[src/rtl/tone_envelope_pkg.sv]
// tone_envelope_pkg: shared types and helpers for the tone envelope stage.
//   env_state_t  - envelope state (IDLE, HOLD, DECAY), 2 bits
//   env_max()    - full-scale envelope value for a given envelope width
//   amp_shift()  - left shift placing the envelope just under the sample sign bit
package tone_envelope_pkg;

  typedef enum logic [1:0] {
    IDLE  = 2'd0,
    HOLD  = 2'd1,
    DECAY = 2'd2
  } env_state_t;

  function automatic int unsigned env_max(input int unsigned env_width);
    return (32'd1 << env_width) - 32'd1;
  endfunction

  function automatic int unsigned amp_shift(input int unsigned sample_width,
                                            input int unsigned env_width);
    return sample_width - 32'd1 - env_width;
  endfunction

endpackage

[src/rtl/env_tick_gen.sv]
// env_tick_gen: envelope prescaler. Counts clk cycles while run is high and
// emits a one-cycle tick every DIV cycles.
//   clk, reset - clock, synchronous active-high reset
//   run        - count enable (envelope busy)
//   clear      - restart the count from 0 (trigger edge)
//   tick       - combinational, high in the cycle the count sits at DIV-1
module env_tick_gen #(
  parameter int unsigned DIV = 1000
) (
  input  logic clk,
  input  logic reset,
  input  logic run,
  input  logic clear,
  output logic tick
);

  localparam int unsigned CW = (DIV > 1) ? $clog2(DIV) : 1;
  localparam logic [CW-1:0] LAST = CW'(DIV - 1);

  logic [CW-1:0] cnt;

  assign tick = run & (cnt == LAST);

  always_ff @(posedge clk) begin
    if (reset || clear) begin
      cnt <= '0;
    end else if (run) begin
      cnt <= tick ? '0 : cnt + CW'(1);
    end
  end

endmodule

[src/rtl/tone_envelope.sv]
// tone_envelope: gates a 555 square wave with a triggered hold-then-decay
// envelope and produces one signed/unsigned audio sample per clk.
//   clk, reset  - clock, synchronous active-high reset
//   tone_in     - square wave input (same clock domain)
//   trigger     - level input; each rising edge (re)starts the envelope
//   sample_out  - registered audio sample
//   active      - high while the envelope is in HOLD or DECAY
// Build option: define TONE_ENVELOPE_SIGNED_EN for bipolar (+amp/-amp) output;
// otherwise the output is unipolar (amp/0).
module tone_envelope
  import tone_envelope_pkg::*;
#(
  parameter int unsigned SAMPLE_WIDTH = 16,
  parameter int unsigned ENV_WIDTH    = 8,
  parameter int unsigned DECAY_DIV    = 1000,
  parameter int unsigned DECAY_SHIFT  = 4,
  parameter int unsigned HOLD_TICKS   = 0
) (
  input  logic                    clk,
  input  logic                    reset,
  input  logic                    tone_in,
  input  logic                    trigger,
  output logic [SAMPLE_WIDTH-1:0] sample_out,
  output logic                    active
);

  localparam int unsigned AMP_SHIFT = amp_shift(SAMPLE_WIDTH, ENV_WIDTH);
  localparam logic [ENV_WIDTH-1:0] ENV_MAX = ENV_WIDTH'(env_max(ENV_WIDTH));
  // hold_cnt only ever needs to reach HOLD_TICKS-1.
  localparam int unsigned HC_W = (HOLD_TICKS > 1) ? $clog2(HOLD_TICKS) : 1;
  localparam logic [HC_W-1:0] HOLD_LAST = HC_W'((HOLD_TICKS > 0) ? HOLD_TICKS - 1 : 0);

  env_state_t             state, state_n;
  logic [ENV_WIDTH-1:0]   env, env_n;
  logic [HC_W-1:0]        hold_cnt, hold_n;
  logic                   trig_d;
  logic                   trig_edge;
  logic                   tick;
  logic [ENV_WIDTH-1:0]   dec;
  logic [SAMPLE_WIDTH-1:0] amp;
  logic [SAMPLE_WIDTH-1:0] sample_n;

  assign trig_edge = trigger & ~trig_d;

  env_tick_gen #(
    .DIV(DECAY_DIV)
  ) u_tick (
    .clk  (clk),
    .reset(reset),
    .run  (state != IDLE),
    .clear(trig_edge),
    .tick (tick)
  );

  always_ff @(posedge clk) begin
    if (reset) begin
      state      <= IDLE;
      env        <= '0;
      hold_cnt   <= '0;
      trig_d     <= 1'b0;
      active     <= 1'b0;
      sample_out <= '0;
    end else begin
      state      <= state_n;
      env        <= env_n;
      hold_cnt   <= hold_n;
      trig_d     <= trigger;
      active     <= (state_n != IDLE);
      sample_out <= sample_n;
    end
  end

  always_comb begin
    state_n = state;
    env_n   = env;
    hold_n  = hold_cnt;

    dec = env >> DECAY_SHIFT;
    if (dec == '0) begin
      dec = ENV_WIDTH'(1);
    end

    // A trigger edge outranks any tick landing in the same cycle.
    if (trig_edge) begin
      env_n   = ENV_MAX;
      hold_n  = '0;
      state_n = (HOLD_TICKS == 0) ? DECAY : HOLD;
    end else if (tick) begin
      case (state)
        HOLD: begin
          if (hold_cnt == HOLD_LAST) begin
            state_n = DECAY;
          end else begin
            hold_n = hold_cnt + HC_W'(1);
          end
        end
        DECAY: begin
          if (env > dec) begin
            env_n = env - dec;
          end else begin
            env_n   = '0;
            state_n = IDLE;
          end
        end
        default: ;
      endcase
    end

    // Output uses the pre-update env, giving the one-cycle tone latency.
    amp = SAMPLE_WIDTH'(env) << AMP_SHIFT;
`ifdef TONE_ENVELOPE_SIGNED_EN
    sample_n = tone_in ? amp : -amp;
`else
    sample_n = tone_in ? amp : '0;
`endif
  end

endmodule

[config.mk]
export PLATFORM = sky130hd
export DESIGN_NAME = tone_envelope
export DESIGN_NICKNAME = d
export VERILOG_FILES = /design/src/rtl/tone_envelope_pkg.sv /design/src/rtl/env_tick_gen.sv /design/src/rtl/tone_envelope.sv
export SDC_FILE = /design/constraint.sdc
export NUM_CORES = 1
export LEC_CHECK = 0
export BUFFER_PORTS_ARGS = -buffer_cell sky130_fd_sc_hd__buf_4
export CAP_MARGIN = 30
export CELL_PAD_IN_SITES_DETAIL_PLACEMENT = 1
export CELL_PAD_IN_SITES_GLOBAL_PLACEMENT = 1
export CORE_MARGIN = 4
export CORE_UTILIZATION = 43
export DETAILED_ROUTE_END_ITERATION = 6
export HOLD_SLACK_MARGIN = 0.06
export PLACE_DENSITY = 0.88
export SLEW_MARGIN = 20
export SYNTH_ARGS = -nofsm -noshare
export SYNTH_HDL_FRONTEND = slang
export SYNTH_SLANG_ARGS = --single-unit
[constraint.sdc]
create_clock -name clk -period 2.35 [get_ports clk]
set_input_delay 0.235 -clock clk [delete_from_list [all_inputs] [get_ports clk]]
set_output_delay 0.235 -clock clk [all_outputs]
set_load 0.02 [all_outputs]
==> out/qor.txt <==
unrepaired setup endpoints after global routing = yes
Async SR Flop Fraction = 0%
Setup Skew = 5.02 ps
Data arrival, critical path = 2490 ps
first-pass iteration count of the detailed router = 4
die area = 4530 sq um
minimum period implied by the final worst setup slack = 2230 ps
clock transition time at the flip-flop clock pins of the worst setup and hold paths = 90 ps
Final Max Slew Viols = 0
kind of end point of the critical path = flip-flop
Non-Filler Instances = 230
count of endpoints failing hold in the final timing report = 0
number of hold buffers added after CTS = 0
number of cells produced by synthesis = 164
clock network fraction of design power = 30.7%
layout cells sized above 1 = 19.0%
initial antenna violation count = 0
worst min path class = in -> reg
post-synth design cell area = 1510 sq um
share of power burned in registers = 51.7%
required time of the worst setup path = 2610 ps
CTS tree = done
chip height = 67.3 um
H-tree Lvls = 2
status = finished, final reports clean
DRT iter0 DRCs = 66
most common flop cell mapped by yosys = sky130_fd_sc_hd__dfxtp_1
Area growth syn-to-layout = 14.6%
Clock Latency Late Sink = 340 ps
maximum clock rate = 448 MHz
sequential-to-total area share from yosys stat = 39.7%
switch share = 29.5%
switching component of the power = 313 uW
post-synthesis area per instance = 9.22 sq um
Post-synth top cells = sky130_fd_sc_hd__dfxtp_1 (30), sky130_fd_sc_hd__nor2_1 (16), sky130_fd_sc_hd__nand2_1 (10)
leading post-synthesis cells by cell area = sky130_fd_sc_hd__dfxtp_1 (40%), sky130_fd_sc_hd__ha_1 (7.5%), sky130_fd_sc_hd__buf_4 (4.5%)
final setup fails = 0
initial standard-cell utilization of the core = 44.9%
number of clock sinks = 30
count leader, synth = sky130_fd_sc_hd__dfxtp_1
wire length of the first global-routing pass = 5730 um
pin count of the biggest net entering global routing = 13
number of clock buffers inserted by TritonCTS = 5
Placed Instance Area = 1620 sq um
combined global-route utilization of all metal layers = 17.1%
internal power = 747 uW
Syn. warnings = 0
width of the chip = 67.3 um
Bufs on Longest Clock Path = 2
Util after Layout = 51.5%
routability congestion estimate = 0.882
vias in the first global route = 1281
Yosys top cell by area = sky130_fd_sc_hd__dfxtp_1
number of input and output port buffers inserted = 12
Final nets = 197
number of synthesized register bits = 30
via count of the routed design = 1209
ANT cells = 0
post-route DRC violation count = 0
number of max-cap violations = 0
Vias/cell = 5.26
row cnt = 21
combined flip-flop and latch cell area = 604 sq um
final std cell area, no fill = 1730 sq um
type of element launching the critical path = flip-flop
IR drop worst, VDD = 0.326 mV
total of fill cells in the finished design = 430
number of enable flip-flop cells after synthesis = 0
Crit Path Class = reg -> reg
crit path max fanout = 10
dpl cells = 221
final period utilization = 95.0%
Detail Placement HPWL = 2530 um
share of Yosys cell area claimed by the top area cell type = 39.7%
setup TNS after final layout = 0 ps
total congestion overflow = 0
Yosys cell types = 39
portion of total power attributed to combinational logic = 17.6%
P_leak = 0.000720 uW
Final Routed Wirelength = 3460 um
number of nets still failing antenna checks after routing = 0
power per standard cell area = 612 nW/um^2
area used by multi-input combinational logic = 860 sq um
Top-Level Pins = 21
Core Area = 3360 sq um
clock root buffer master = sky130_fd_sc_hd__clkbuf_4
wire length per cell = 15.0 um
-- layout make-up --
type                       count  area share [%]
sequential                    30            34.9
inverter                       8            1.73
clock inverter                 1           0.289
tap                           46            3.32
timing repair buffer          16            6.94
multi-input combinational    122            49.6
clock buffer                   7            3.18
-- per-stage QoR --
| stage | power (uW) | worst slack [ps] | hold slack [ps] |
|---|---|---|---|
| after floorplan | 686 | 248 | 363 |
| after global placement | 717 | 185 | 466 |
| after detailed placement | 727 | -7.91 | 485 |
| after CTS | 1060 | 17.6 | 130 |
| after global routing | 1120 | -13.4 | 154 |
| final | 1060 | 117 | 140 |
-- path summary, 6_finish.rpt --
| check | start | to | slack (ps) | cells after the start |
|---|---|---|---|---|
| setup reg to reg | state[1]$_SDFF_PP0_ | env[7]$_SDFFE_PP0P_ | 120 | 7 |
| hold / removal | trigger | trig_d$_SDFF_PP0_ | 140 | 2 |
| setup / recovery | state[1]$_SDFF_PP0_ | env[7]$_SDFFE_PP0P_ | 120 | 7 |
| hold reg to reg | env[0]$_SDFFE_PP0P_ | sample_out[7]$_SDFF_PP0_ | 490 | 1 |
-- state kept, by name (all words and copies together), names as in the netlist --
register    flops
u_tick.cnt     10
env             8
sample_out      8
state           2
active          1
trig_d          1
-- routing by layer --
layer | GRT usage (%) | up-vias | share of wire [%]
met5 | 0 | - | 0
met4 | 7.59 | 0 | 2.0
met3 | 3.99 | 8 | 3.6
met2 | 30.8 | 19 | 55
met1 | 18.8 | 590 | 39
li1 | - | 592 | -
-- cell families after synthesis --
family | synth area share (%)
AO/OA/AOI/OAI | 9.19
XOR/XNOR | 5.79
adder cells (fa/ha/maj) | 8.78
buffers and inverters | 7.53
flip-flops | 39.7
multiplexers | 1.32
other | 0.248
AND/OR/NAND/NOR | 27.4
-- critical path, stage by stage (launching register included) --
cell	delay, ps
sky130_fd_sc_hd__dfxtp_1	440
sky130_fd_sc_hd__inv_1	120
sky130_fd_sc_hd__ha_1	280
sky130_fd_sc_hd__and4bb_2	380
sky130_fd_sc_hd__nand4_4	210
sky130_fd_sc_hd__nor4_1	340
sky130_fd_sc_hd__nand3_1	170
sky130_fd_sc_hd__a31oi_1	210
-- layout by cell type, fill, tap and decap left out, types with 4 or more instances in the layout --
cell                       synthesis  final
sky130_fd_sc_hd__buf_4             9     16
sky130_fd_sc_hd__nand3_1           4      4
sky130_fd_sc_hd__a31oi_1           5      4
sky130_fd_sc_hd__xnor2_1           4      4
sky130_fd_sc_hd__nand4_1           6      6
sky130_fd_sc_hd__ha_1              9      9
sky130_fd_sc_hd__clkbuf_4          0      5
sky130_fd_sc_hd__nand2_1          10      9
sky130_fd_sc_hd__and2_1            9      9
sky130_fd_sc_hd__nor2_1           16     16
sky130_fd_sc_hd__nand2b_1          5      5
sky130_fd_sc_hd__dfxtp_1          30     27
sky130_fd_sc_hd__conb_1            1      8
sky130_fd_sc_hd__inv_1             8      8
sky130_fd_sc_hd__xor2_1            6      6
sky130_fd_sc_hd__nor2b_1           4      4
sky130_fd_sc_hd__a21oi_1           8      8
-- repair_timing --
| action | in CTS | in global routing |
|---|---|---|
| gates resized for setup | 1 | 9 |
| buffers inserted | 0 | 1 |
| hold endpoints to repair | 0 | 0 |
| pin swaps | 0 | 1 |
| setup endpoints to repair | 4 | 8 |
-- power by group through the flow --
stage	Combinational (uW)	Sequential [uW]	Clock (uW)
4_1_cts	173	546	337
6_report	187	548	325
5_1_grt	207	552	365
2_1_floorplan	125	561	0
3_5_place_dp	171	557	0
3_3_place_gp	162	556	0
(Power assumes the default switching activity.)
